==> src/rtl/gb_pkg.sv <==
// rtl/gb_pkg.sv - shared types and defaults for the Gaussian output framer
package gb_pkg;

    localparam int PIX_W_DEF = 8;
    localparam int IMG_W_DEF = 480;
    localparam int IMG_H_DEF = 640;

    typedef enum logic [1:0] {
        ST_IDLE,
        ST_RUN,
        ST_DRAIN
    } gb_state_t;

    // One FIFO slot at the default pixel width. The FIFO itself is width
    // generic and stores {data, last, user} in this same bit order.
    typedef struct packed {
        logic [PIX_W_DEF-1:0] data;
        logic                 last;
        logic                 user;
    } gb_entry_t;

endpackage

==> src/rtl/gb_axis_fifo2.sv <==
// rtl/gb_axis_fifo2.sv - two-entry stream FIFO holding {data, last, user}
//
// Ports:
//   clk, rst_n        clock, asynchronous active-low reset
//   push, wr_data     write strobe and entry (ignored while full)
//   pop               read strobe (ignored while empty)
//   rd_data           head entry, valid while ~empty
//   full, empty       occupancy flags
module gb_axis_fifo2 #(
    parameter int W = 10
) (
    input  logic         clk,
    input  logic         rst_n,
    input  logic         push,
    input  logic [W-1:0] wr_data,
    input  logic         pop,
    output logic [W-1:0] rd_data,
    output logic         full,
    output logic         empty
);

    logic [W-1:0] mem [2];
    logic         wr_ptr;
    logic         rd_ptr;
    logic [1:0]   count;
    logic         do_push;
    logic         do_pop;

    assign do_push = push & ~full;
    assign do_pop  = pop & ~empty;
    assign full    = (count == 2'd2);
    assign empty   = (count == 2'd0);
    assign rd_data = mem[rd_ptr];

    always_ff @(posedge clk or negedge rst_n) begin
        if (!rst_n) begin
            mem[0] <= '0;
            mem[1] <= '0;
            wr_ptr <= 1'b0;
            rd_ptr <= 1'b0;
            count  <= 2'd0;
        end else begin
            if (do_push) begin
                mem[wr_ptr] <= wr_data;
                wr_ptr      <= ~wr_ptr;
            end
            if (do_pop) begin
                rd_ptr <= ~rd_ptr;
            end
            case ({do_push, do_pop})
                2'b10:   count <= count + 2'd1;
                2'b01:   count <= count - 2'd1;
                default: count <= count;
            endcase
        end
    end

endmodule

==> src/rtl/gb_out_framer.sv <==
// rtl/gb_out_framer.sv - frames one image of filtered pixels with TLAST/TUSER
//
// Ports:
//   ap_clk, ap_rst_n                 clock, asynchronous active-low reset
//   start                            pulse arming one frame (ignored while busy)
//   in_TDATA/in_TVALID/in_TREADY     upstream pixel stream
//   out_TDATA/TVALID/TREADY/TLAST/TUSER  downstream framed stream
//   busy                             frame in progress
//   done                             one-cycle pulse once the frame has left
module gb_out_framer
    import gb_pkg::*;
#(
    parameter int PIX_W = PIX_W_DEF,
    parameter int IMG_W = IMG_W_DEF,
    parameter int IMG_H = IMG_H_DEF
) (
    input  logic             ap_clk,
    input  logic             ap_rst_n,
    input  logic             start,
    input  logic [PIX_W-1:0] in_TDATA,
    input  logic             in_TVALID,
    output logic             in_TREADY,
    output logic [PIX_W-1:0] out_TDATA,
    output logic             out_TVALID,
    input  logic             out_TREADY,
    output logic             out_TLAST,
    output logic             out_TUSER,
    output logic             busy,
    output logic             done
);

    localparam int XW = $clog2(IMG_W);
    localparam int YW = $clog2(IMG_H);
    localparam logic [XW-1:0] X_LAST = XW'(IMG_W - 1);
    localparam logic [YW-1:0] Y_LAST = YW'(IMG_H - 1);

    gb_state_t       state;
    logic [XW-1:0]   x;
    logic [YW-1:0]   y;
    logic            fifo_full;
    logic            fifo_empty;
    logic            accept;
    logic            pop;
    logic [PIX_W+1:0] wr_entry;
    logic [PIX_W+1:0] rd_entry;

    assign in_TREADY = (state == ST_RUN) & ~fifo_full;
    assign accept    = in_TVALID & in_TREADY;
    assign out_TVALID = ~fifo_empty;
    assign pop       = out_TVALID & out_TREADY;

    assign wr_entry = {in_TDATA, (x == X_LAST), ((x == '0) && (y == '0))};
    assign {out_TDATA, out_TLAST, out_TUSER} = rd_entry;

    gb_axis_fifo2 #(
        .W(PIX_W + 2)
    ) u_fifo (
        .clk     (ap_clk),
        .rst_n   (ap_rst_n),
        .push    (accept),
        .wr_data (wr_entry),
        .pop     (pop),
        .rd_data (rd_entry),
        .full    (fifo_full),
        .empty   (fifo_empty)
    );

    always_ff @(posedge ap_clk or negedge ap_rst_n) begin
        if (!ap_rst_n) begin
            state <= ST_IDLE;
            x     <= '0;
            y     <= '0;
            busy  <= 1'b0;
            done  <= 1'b0;
        end else begin
            done <= 1'b0;
            case (state)
                ST_IDLE: begin
                    if (start) begin
                        state <= ST_RUN;
                        busy  <= 1'b1;
                        x     <= '0;
                        y     <= '0;
                    end
                end
                ST_RUN: begin
                    if (accept) begin
                        if (x == X_LAST) begin
                            x <= '0;
                            // Final pixel: y is left at its last value so the
                            // counter never steps past IMG_H-1.
                            if (y == Y_LAST) begin
                                state <= ST_DRAIN;
                            end else begin
                                y <= y + 1'b1;
                            end
                        end else begin
                            x <= x + 1'b1;
                        end
                    end
                end
                ST_DRAIN: begin
                    if (fifo_empty) begin
                        state <= ST_IDLE;
                        busy  <= 1'b0;
                        done  <= 1'b1;
                    end
                end
                default: begin
                    state <= ST_IDLE;
                    busy  <= 1'b0;
                end
            endcase
        end
    end

endmodule
==> config.mk <==
export PLATFORM = sky130hd
export DESIGN_NAME = gb_out_framer
export DESIGN_NICKNAME = d
export VERILOG_FILES = /design/src/rtl/gb_pkg.sv /design/src/rtl/gb_axis_fifo2.sv /design/src/rtl/gb_out_framer.sv
export SDC_FILE = /design/constraint.sdc
export NUM_CORES = 1
export LEC_CHECK = 0
export ABC_AREA = 0
export CORE_MARGIN = 2
export CORE_UTILIZATION = 61
export DETAILED_ROUTE_END_ITERATION = 6
export PLACE_DENSITY_LB_ADDON = 0.2
export SLEW_MARGIN = 15
export SYNTH_ARGS = -nofsm -noshare
export SYNTH_HDL_FRONTEND = slang
export SYNTH_HIERARCHICAL = 1
export SYNTH_SLANG_ARGS = --single-unit
==> constraint.sdc <==
create_clock -name ap_clk -period 3.9 [get_ports ap_clk]
set_input_delay 0.39 -clock ap_clk [delete_from_list [all_inputs] [get_ports ap_clk]]
set_output_delay 0.39 -clock ap_clk [all_outputs]
set_load 0.01 [all_outputs]
==> summary.txt <==
Run status
  – Outcome: complete, no violations

Floorplan
  – Initial core utilization: 0.637
  – Die area: 4740 um2
  – # IOs: 27
  – Die height: 68.9 um
  – Row count: 23
  – Die W: a little under 70 um
  – Core ar.: 4030 um2

Global routing
  – Met2 Use GR: 0.367
  – Global route hottest layer: met2
  – Vias in the first global route: 1712
  – Met3 global-route usage: 0.0455
  – First-pass GRT wire length: 8.36 mm
  – GR Util met1: 0.354
  – Largest net degree at the start of global routing: 48
  – Total GRT Usage: 0.242
  – Grt total ovfl: 0
  – Initial antenna violation count: 0

Critical path
  – WP data arrival: ~2800 ps
  – Reg2reg end: u_fifo/mem[10]
  – Critical path endpoint: u_fifo/mem[10]
  – CP endpoint kind: flip-flop
  – Req. time, crit path: 4100 ps
  – Worst r2r src: state[0]
  – Crit-path max FO: 11
  – Startpoint Class: flip-flop
  – Reg2Reg Depth: 4
  – WS Path Type: reg -> reg
  – R2r setup slk: 1320 ps
  – Setup crit start: state[0]

Pwr
  – Overall power: 1.89 mW
  – Pwr Density: around 650 nW/um2
  – Worst ir drop on vdd: 0.464 mV
  – Leak: between 1 and 1.5 nW

STA
  – Slew margin rel.: 0.464
  – RSZ-0062 raised after global routing: false
  – Slew @ Worst Pin: 801 ps
  – Setup TNS: 0 ps
  – Final Cycle Share: 0.662
  – Max Transition Viols Final: 0
  – Shortest period the worst path allows: ~2600 ps
  – Fin. Hold Viols: 0
  – Hold WS: between 80 and 90 ps
  – F_max: between 300 and 400 MHz
  – Setup violators final: 0
  – Clock skew: 9.01 ps

Synth
  – Largest area contributor in the netlist: dfrtp_1
  – Netlist cell types: 49
  – Synth top area share: 0.458
  – Mean Syn Cell Area: 10.8 um2
  – Top FF cell, synth: dfrtp_1
  – Yosys reg bits: 47
  – Sequential area share after synthesis: 0.458
  – Synthesized area: 2570 um2
  – Top cells by area, synth: dfrtp_1 46%, mux2_2 13%, buf_6 2.6%, nand3_1 2.5%, ha_1 2.4%
  – Syn_nets: 256
  – Post-synth EDFFs: 0
  – Synth cell count leaders: 47 x dfrtp_1, 30 x mux2_2, 13 x nand2_1, 13 x nand3_1, 11 x nor2_1
  – Most common cell in the netlist: dfrtp_1
  – Synthesis Warnings: 6
  – Synth Instances: 238
  – Post-synthesis async set-or-reset flop share: 1.00

Drt
  – Via density: roughly 6
  – 1st-pass router iterations: 4
  – DRC Markers: 0
  – Final Routed Wirelength: about 5.2 mm
  – DRT iter0 DRCs: approximately 170
  – Antenna Violating Nets Remaining: 0
  – Wire length per cell: 16.9 um
  – Vias: approximately 1900

CTS
  – Clock Tree Buf Depth: 2
  – CTS Root Cell: clkbuf_8
  – Post-CTS Setup Repair Bufs: 0
  – Post-CTS Resized: 0
  – CTS tree: done
  – Num CTS Buffers: 5
  – Clock-pin slew on the worst setup and hold paths: 90 ps
  – Clk sink count: 47
  – Clk_lat worst skew: 300 ps
  – Htree depth: 2
  – Cts hold-fix bufs: 0

Layout
  – Layout cells sized above 1: 0.189
  – Nets: 276
  – Syn-to-layout area delta: 13.0%
  – ANT cells: 0

Worst hold path
  – Hold crit path type: in -> async

Run
  – Max Cap Viol: 0

Placed design
  – Dpl hpwl: ~3.7 mm
  – GPL Wtd Cong: around 0.88
  – IO Port Bufs: 26
final cells by class:
class	count	area (um2)
inverters	8	30.0
clock inverters	3	47.5
multi-input cells	170	1260
repair buffers	26	258
well taps	50	62.6
clock buffers	5	68.8
fillers	298	1130
flip-flops and latches	47	1180
worst max-delay path: stages (launching register included):
cell and delay, ps:
dfrtp_1 520, nor2b_1 600, and2_1 270, nor3b_2 680, mux2_2 420
cells in the final DEF, fill, tap and decap left out, types with 4 or more instances in the layout:
| cell type | n |
|---|---|
| a21o_1 | 4 |
| a21oi_1 | 9 |
| a31oi_1 | 7 |
| and3_1 | 7 |
| clkbuf_8 | 5 |
| clkdlybuf4s50_1 | 25 |
| dfrtp_1 | 47 |
| ha_1 | 5 |
| inv_1 | 7 |
| mux2_2 | 30 |
| nand2_1 | 13 |
| nand3_1 | 13 |
| nand4_1 | 6 |
| nor2_1 | 11 |
| o21ai_0 | 9 |
| o31ai_1 | 4 |
| or4_1 | 5 |
| xnor2_1 | 6 |
kinds of logic after synthesis:
logic type               count (synthesis)  share of synthesized area
AND/OR/NAND/NOR                         85                      0.202
flip-flops                              47                      0.458
AO/OA/AOI/OAI                           42                      0.104
multiplexers                            30                      0.132
buffers and inverters                   21                     0.0522
XOR/XNOR                                 8                     0.0273
adder cells (fa/ha/maj)                  5                     0.0244
report_power, final:
part           total (mW)  leakage [nW]  internal [mW]  switching, mW
logic               0.727         0.603          0.437          0.290
registers           0.799         0.592          0.646          0.153
clock network       0.365        0.0587          0.194          0.171
metal layers:
layer  wire length [um]  vias up
met4                 65        0
met5                  0        -
met2               2460       63
met1               2430      923
met3                268        6
li1                   -      917
how the worst min path moves through the flow:
| stage | startpoint | to | slack [ps] | depth (start not counted) |
|---|---|---|---|---|
| floorplan | ap_rst_n | busy | 90 | 0 |
| global placement | u_fifo/mem[2] | u_fifo/mem[2] | 480 | 1 |
| detailed placement | u_fifo/mem[0] | u_fifo/mem[0] | 490 | 1 |
| CTS | ap_rst_n | y[1] | 300 | 1 |
| global route | ap_rst_n | u_fifo/mem[15] | 140 | 1 |
| finish | ap_rst_n | y[1] | 80 | 1 |
registers in the layout, summed over array words and instances, names as in the netlist:
| signal | flops |
|---|---|
| u_fifo/count | 2 |
| state | 2 |
| u_fifo/wr_ptr | 1 |
| u_fifo/rd_ptr | 1 |
| done | 1 |
| u_fifo/mem | 20 |
| x | 9 |
| busy | 1 |
| y | 10 |
per-stage QoR:
step            util  std cells  cell area, um2  setup slack, ps
2_1_floorplan      -        238            2570             2180
3_3_place_gp   0.690        301            2780             1440
3_5_place_dp   0.690        301            2780             1390
4_1_cts        0.719        309            2900             1320
5_1_grt        0.720        309            2900             1100
6_report       0.720        309            2900             1320
Note: power is estimated with default switching activity, not from simulation.
